**src/rtl/div_pkg.sv**
```systemverilog
// div_pkg: shared state encoding and default width for the sequential divider
package div_pkg;
  typedef enum logic [1:0] {IDLE, RUN, DONE} div_state_t;
  localparam int DIV_W_DEFAULT = 4;
endpackage

```
**src/rtl/div_step.sv**
```systemverilog
// div_step: one restoring-division step, shift {rem,quo} left and subtract b when it fits
module div_step #(
  parameter int W = 4
) (
  input  logic [W:0]   rem,
  input  logic [W-1:0] quo,
  input  logic [W-1:0] b,
  output logic [W:0]   rem_n,
  output logic [W-1:0] quo_n
);
  logic [W+1:0] sh;
  logic         ge;
  always_comb begin
    sh    = {rem, quo[W-1]};
    ge    = sh >= {2'b00, b};
    rem_n = ge ? (W+1)'(sh - {2'b00, b}) : sh[W:0];
    quo_n = {quo[W-2:0], ge};
  end
endmodule

```
**src/rtl/seq_divider.sv**
```systemverilog
// seq_divider: multi-cycle restoring divider, 2W/W -> W quotient and remainder; DIV_DBZ_PORT_EN adds dbz output
module seq_divider
  import div_pkg::*;
#(
  parameter int W = DIV_W_DEFAULT
) (
  input  logic           clk,
  input  logic           rst,
  input  logic           start,
  input  logic [2*W-1:0] p,
  input  logic [W-1:0]   b,
  output logic           busy,
  output logic           done,
  output logic [W-1:0]   q,
  output logic [W-1:0]   r,
  output logic           ovf
`ifdef DIV_DBZ_PORT_EN
  ,output logic          dbz
`endif
);
  localparam int CW = $clog2(W + 1);
  div_state_t   state;
  logic [W:0]   rem, rem_n;
  logic [W-1:0] quo, quo_n, bl;
  logic [CW-1:0] cnt;
  div_step #(.W(W)) u_step (.rem(rem), .quo(quo), .b(bl), .rem_n(rem_n), .quo_n(quo_n));
  assign busy = state != IDLE;
  always_ff @(posedge clk) begin
    if (rst) begin
      state <= IDLE;
      done  <= 1'b0;
      q     <= '0;
      r     <= '0;
      ovf   <= 1'b0;
      rem   <= '0;
      quo   <= '0;
      bl    <= '0;
      cnt   <= '0;
`ifdef DIV_DBZ_PORT_EN
      dbz   <= 1'b0;
`endif
    end else begin
      done <= 1'b0;
      case (state)
        IDLE: if (start) begin
          if (b != '0 && p[2*W-1:W] < b) begin
            state <= RUN;
            rem   <= {1'b0, p[2*W-1:W]};
            quo   <= p[W-1:0];
            bl    <= b;
            cnt   <= '0;
          end else begin
            state <= DONE;
            done  <= 1'b1;
            ovf   <= 1'b1;
            q     <= '1;
            r     <= '0;
`ifdef DIV_DBZ_PORT_EN
            dbz   <= b == '0;
`endif
          end
        end
        RUN: begin
          rem <= rem_n;
          quo <= quo_n;
          cnt <= cnt + 1'b1;
          if (cnt == CW'(W - 1)) begin
            state <= DONE;
            done  <= 1'b1;
            q     <= quo_n;
            r     <= rem_n[W-1:0];
            ovf   <= 1'b0;
`ifdef DIV_DBZ_PORT_EN
            dbz   <= 1'b0;
`endif
          end
        end
        DONE:    state <= IDLE;
        default: state <= IDLE;
      endcase
    end
  end
endmodule
```
**config.mk**
```make
export PLATFORM = sky130hd
export DESIGN_NAME = seq_divider
export DESIGN_NICKNAME = d
export VERILOG_FILES = /design/src/rtl/div_pkg.sv /design/src/rtl/div_step.sv /design/src/rtl/seq_divider.sv
export SDC_FILE = /design/constraint.sdc
export NUM_CORES = 1
export LEC_CHECK = 0
export BUFFER_PORTS_ARGS = -buffer_cell sky130_fd_sc_hd__buf_4
export CORE_MARGIN = 5
export CORE_UTILIZATION = 45
export DETAILED_ROUTE_END_ITERATION = 12
export PLACE_DENSITY = 0.72
export SLEW_MARGIN = 20
export SYNTH_ARGS = -nofsm -noshare
export SYNTH_HDL_FRONTEND = slang
export SYNTH_SLANG_ARGS = --single-unit
```
**constraint.sdc**
```tcl
create_clock -name clk -period 2.8 [get_ports clk]
set_input_delay 0.42 -clock clk [delete_from_list [all_inputs] [get_ports clk]]
set_output_delay 0.42 -clock clk [all_outputs]
set_load 0.05 [all_outputs]
```
* Yosys cells after proc, flatten, opt, wreduce, memory -nomap -nowiden
Cells that the tools add are included.
Operators by class: $lt $le $gt $ge 2, add/subtract/negate cells 2, eq/ne operators 6, muxes and demuxes 30, reduce and logical (&&, ||, !) cells 9
Operators with widths (count):
- 4-bit two-way mux | 8
- 4-bit one-hot mux with 2 select lines | 3
- 5-bit two-way mux | 3
- 5-bit one-hot mux with 2 select lines | 1
- 2-bit inequality test (second input constant) | 4
- 6-bit by 4-bit greater-or-equal comparator with 1-bit output | 1
- 1-bit two-way mux | 6
- 2-bit two-way mux | 3
- 3-bit two-way mux | 2
- 3-bit one-hot mux with 2 select lines | 1
- 3-bit AND reduction | 2
- 5-bit by 4-bit subtractor with 5-bit output | 1
- 4-bit < comparator | 1
- 1-bit one-hot mux with 2 select lines | 2
- 2-bit one-hot mux with 2 select lines | 1
- 4-bit AND reduction | 1
- 2-bit nonzero test | 2
- 4-bit nonzero test | 1
- 3-bit by 1-bit adder with 3-bit output (second input constant) | 1
- 3-bit by 2-bit == test with 1-bit output (second input constant) | 1
- 2-bit by 1-bit == test with 1-bit output (second input constant) | 1
- 2-bit zero test | 1
- 2-bit AND reduction | 1
- 1-bit logical AND | 1
Storage, ports and cells: register bits after elaboration 28, input bits 15

* Longest topological paths before layout
word-level depth 5, depth in mapped cells 10, depth with buffers taken out 9

* Hierarchy
A second synthesis with hierarchy kept.
Second synthesis, totals: cells, all modules 218, area total of the unflattened synthesis 1849.3 um^2
By module, submodules not included:
- seq_divider | cells an instance 185, seq. area each 560.5 um^2, instances 1, area an instance 1585.3 um^2
- div_step | cells an instance 33, seq. area each 0.0 um^2, instances 1, area an instance 264.0 um^2

* Worst setup path after synthesis
OpenSTA, ideal clock, no wires.
path type reg2reg, from reg quo[3], to reg rem[1], data required time 2.668 ns, setup slack 0.820 ns, cell stages (with the launch flop) 11, period minus slack after synthesis 1.980 ns, buffers on the path 1, setup time 0.132 ns, data arrival time 1.848 ns, cells stage by stage dfxtp_1 -> inv_1 -> ha_1 -> inv_1 -> fa_1 -> nand3_1 -> and2_1 -> clkbuf_1 -> nand2_1 -> a211oi_1 -> o41ai_2
Between the ends: word-level cells in the longest chain between the ends 3
RTL lines:
- start: declaration | RTL line seq_divider.sv:24 | logic [W-1:0] quo, quo_n, bl;
- start signal: assignment | RTL line seq_divider.sv:49 | quo <= p[W-1:0];
- start signal: assignment | RTL line seq_divider.sv:65 | quo <= quo_n;
- 5-bit by 4-bit subtractor with 5-bit output or 6-bit by 4-bit greater-or-equal comparator with 1-bit output (tied branches) | RTL line div_step.sv:16, div_step.sv:15
- 5-bit two-way mux (*) | RTL line div_step.sv:16 | rem_n = ge ? (W+1)'(sh - {2'b00, b}) : sh[W:0];
- 5-bit one-hot mux with 2 select lines (*) | RTL line seq_divider.sv:44 | case (state)
- end signal: assignment | RTL line seq_divider.sv:48 | rem <= {1'b0, p[2*W-1:W]};
- end signal: assignment | RTL line seq_divider.sv:64 | rem <= rem_n;
- end: declaration | RTL line seq_divider.sv:23 | logic [W:0] rem, rem_n;
Every way passes the cells marked *; elsewhere a longest branch is shown, timed or not. A chain may end at the register's enable or synchronous reset.

* Final worst setup path
Ends and elaborated chain as after synthesis.

==> results.yml <==
route:
  wl_mm: 3.58
  wire_per_inst_um: 14.0
  vias: 1399
  ant_nets: 0
  routed_via_density: 5.49
  drt_iter0_markers: 124
  drc_errors: 0
  drt-pass1-iter-count: 4
place:
  place_congestion: 0.848
  placed_area_um2: 1820
  portBuffers: 25
  dp.cells: 251
  preCtsSetupSlack_ns: 0.659
  hpwl_mm: 2.71
synthesis:
  synth_top_area_frac: 0.348
  synthFlopType: "dfxtp_1"
  synth_mux_area_frac: 0.0498
  yosysMostFrequentCell: "dfxtp_1"
  synthAdderAreaFrac: 0.0824
  synth.top_cells.by_count: "28 x dfxtp_1, 17 x nor2_1, 15 x a21oi_1, 15 x nand2_1, 11 x inv_1"
  yosysSeqAreaShare: 0.348
  synth-xor-area-share: 0.0109
  syn-num-nets: 213
  yosysWarningCount: 0
  synth-seq-cells: 28
  ys_types: 44
  synth.area.top_cells: "dfxtp_1 35%, ha_1 7.0%, mux2i_1 5.0%"
  synth.largest_area_cell: "dfxtp_1"
  synth_top_family_by_area: "compound AO/OA/AOI/OAI gates"
  postSynthCellCount: 188
  netlist_area_um2: 1610
  synth_edf_count: 0
  synth_compound_area_frac: 0.228
  synth.avg_cell_area_um2: 8.56
  yosys.area_share.simple: 0.227
  async_flop_share: 0
sta:
  slew_headroom: 0.534
  worst_slack_ns: 0.694
  maxSlewViolCount: 0
  layout_worst_path_cycle_share: 0.752
  finalSetupViolations: 0
  finalCriticalPeriod_ns: 2.11
  worstMarginPinSlew_ns: 0.697
  finalSetupTns_ns: 0
  finClkSkew_ns: 0.000883
  hold_viol: 0
  rsz0062_at_grt: "no"
  max_freq_ghz: 0.475
clock_network:
  cts-hold-fix-buffers: 0
  cts_made_buffers: 3
  clkTransAtPathRegs_ns: 0.14
  insertion_delay_ns: 0.32
  cts_buffer_depth: 2
  cts_resized: 0
  root_buffer: "clkbuf_4"
  htree_levels: 1
  clock_sinks: 28
  cts_setup_buffers: 0
  cts_tree: "built"
die:
  core_um2: 3390
  die_area_um2: 4870
  start_util: 0.475
  row_count: 21
  pin_count: 26
  dieWidth_um: 69.8
  dieHeight_um: 69.8
worst_setup_path:
  r2r_cells: 9
  worst_ep_arrival_time_ns: 2.32
  reg2reg_from: "quo[3]"
  crit_required_ns: 3.01
  path_delay_family: "adder cells"
  critPathBufInv: 2
  crit_type: "reg2reg"
  cpMaxStageDelayCell: "fa_1"
  endpoint_kind: "register"
  slowest_delay_ns: 0.39
  startpoint: "quo[3]"
  start_kind: "register"
  crit_chain: "inv_1 -> ha_1 -> inv_1 -> fa_1 -> nand3_1 -> and2_1 -> nand2_1 -> a211oi_1 -> o41ai_2"
  crit_path_frequent_cell: "inv_1"
  path_depth: 9
  crit_fanout: 6
outcome:
  status: "complete, no violations"
grt:
  grtUsageTotal: 0.158
  overflow: 0
  grt_max_degree: 34
  grt_pass1_wl_mm: 6.42
  grt_pass1_vias: 1396
  antenna_found_initial: 0
min_path:
  min_from: "b[1]"
  hold-path-cell-count: 3
  min_path_type: "in2reg"
power_and_ir_drop:
  p_leak_nw: 0.775
  power.density_nw_per_um2: 577
  max-vdd-ir-drop_mv: 0.232
cells_and_area:
  nNetsFinal: 235
  area_growth_pct: 15.4
  n_antenna_cell: 0
  final_util: 0.548
  drive_above_1_share: 0.215
  final_cells: 255
  final_cell_area_um2: 1860
job:
  cap_viol_max_count: 0
[path summary, 6_finish.rpt]
check        slack (ns)      to
min                0.34   bl[1]
max reg2reg        0.69  rem[1]
max                0.69  rem[1]
min reg2reg        0.49  cnt[1]
[registers in the layout (all words and copies together), names as in the netlist]
name	count
ovf	1
done	1
state	2
rem	5
quo	4
r	4
cnt	3
q	4
bl	4
[power by group]
group	switching (mW)	total, mW	internal [mW]
logic	0.255	0.414	0.159
registers	0.0300	0.465	0.435
clock network	0.114	0.194	0.0794
total	0.399	1.07	0.673
[stage by stage]
stage / hold WS, ns / power, mW
4_1_cts: 0.339 / 1.08
5_1_grt: 0.348 / 1.15
2_1_floorplan: 0.452 / 0.788
3_5_place_dp: 0.479 / 0.886
6_report: 0.343 / 1.07
3_3_place_gp: 0.461 / 0.883
[routing by layer]
layer,part of all wire,vias up,global-route usage,wire length [um]
li1,-,721,-,-
met1,0.45,645,0.205,1620
met2,0.49,29,0.262,1760
met3,0.047,4,0.0333,169
met4,0.0089,0,0.0447,32
met5,0,-,0,0
[layout make-up]
class | count | area [um2]
inverter | 12 | 45.0
tap | 46 | 57.6
timing repair buffer | 26 | 195
sequential | 28 | 561
clock buffer | 4 | 36.3
multi-input combinational | 139 | 962
fill | 337 | 1530
[cells by family (layout without fill, tap and decap cells)]
group | Yosys count | in the layout
XOR/XNOR | 2 | 2
multiplexers | 8 | 8
adder cells (fa/ha/maj) | 10 | 10
flip-flops | 28 | 28
AO/OA/AOI/OAI | 48 | 48
buffers and inverters | 21 | 42
AND/OR/NAND/NOR | 71 | 71
[worst reg2reg max path: stages, from the launching register on]
cell      delay (ns)
dfxtp_1         0.34
inv_1           0.07
ha_1            0.16
inv_1           0.05
fa_1            0.39
nand3_1         0.10
and2_1          0.25
nand2_1         0.17
a211oi_1        0.34
o41ai_2         0.12
[cell usage in the layout, fill, tap and decap left out, drive strengths merged, types with 2 or more instances in the layout]
cell and count:
ha 9, a211oi 9, nand2b 7, nand3 10
o32ai 2, nor3 6, a311oi 3, o41ai 2
nand4b 2, clkbuf 4, o21ai 8, nand2 15
mux2i 8, nor3b 2, a31oi 2, or2 2
and2 2, a21oi 16, nor2 17, dfxtp 28
inv 12, or3 2, buf 26, a211o 2
Power figures use the tool's default switching activity.
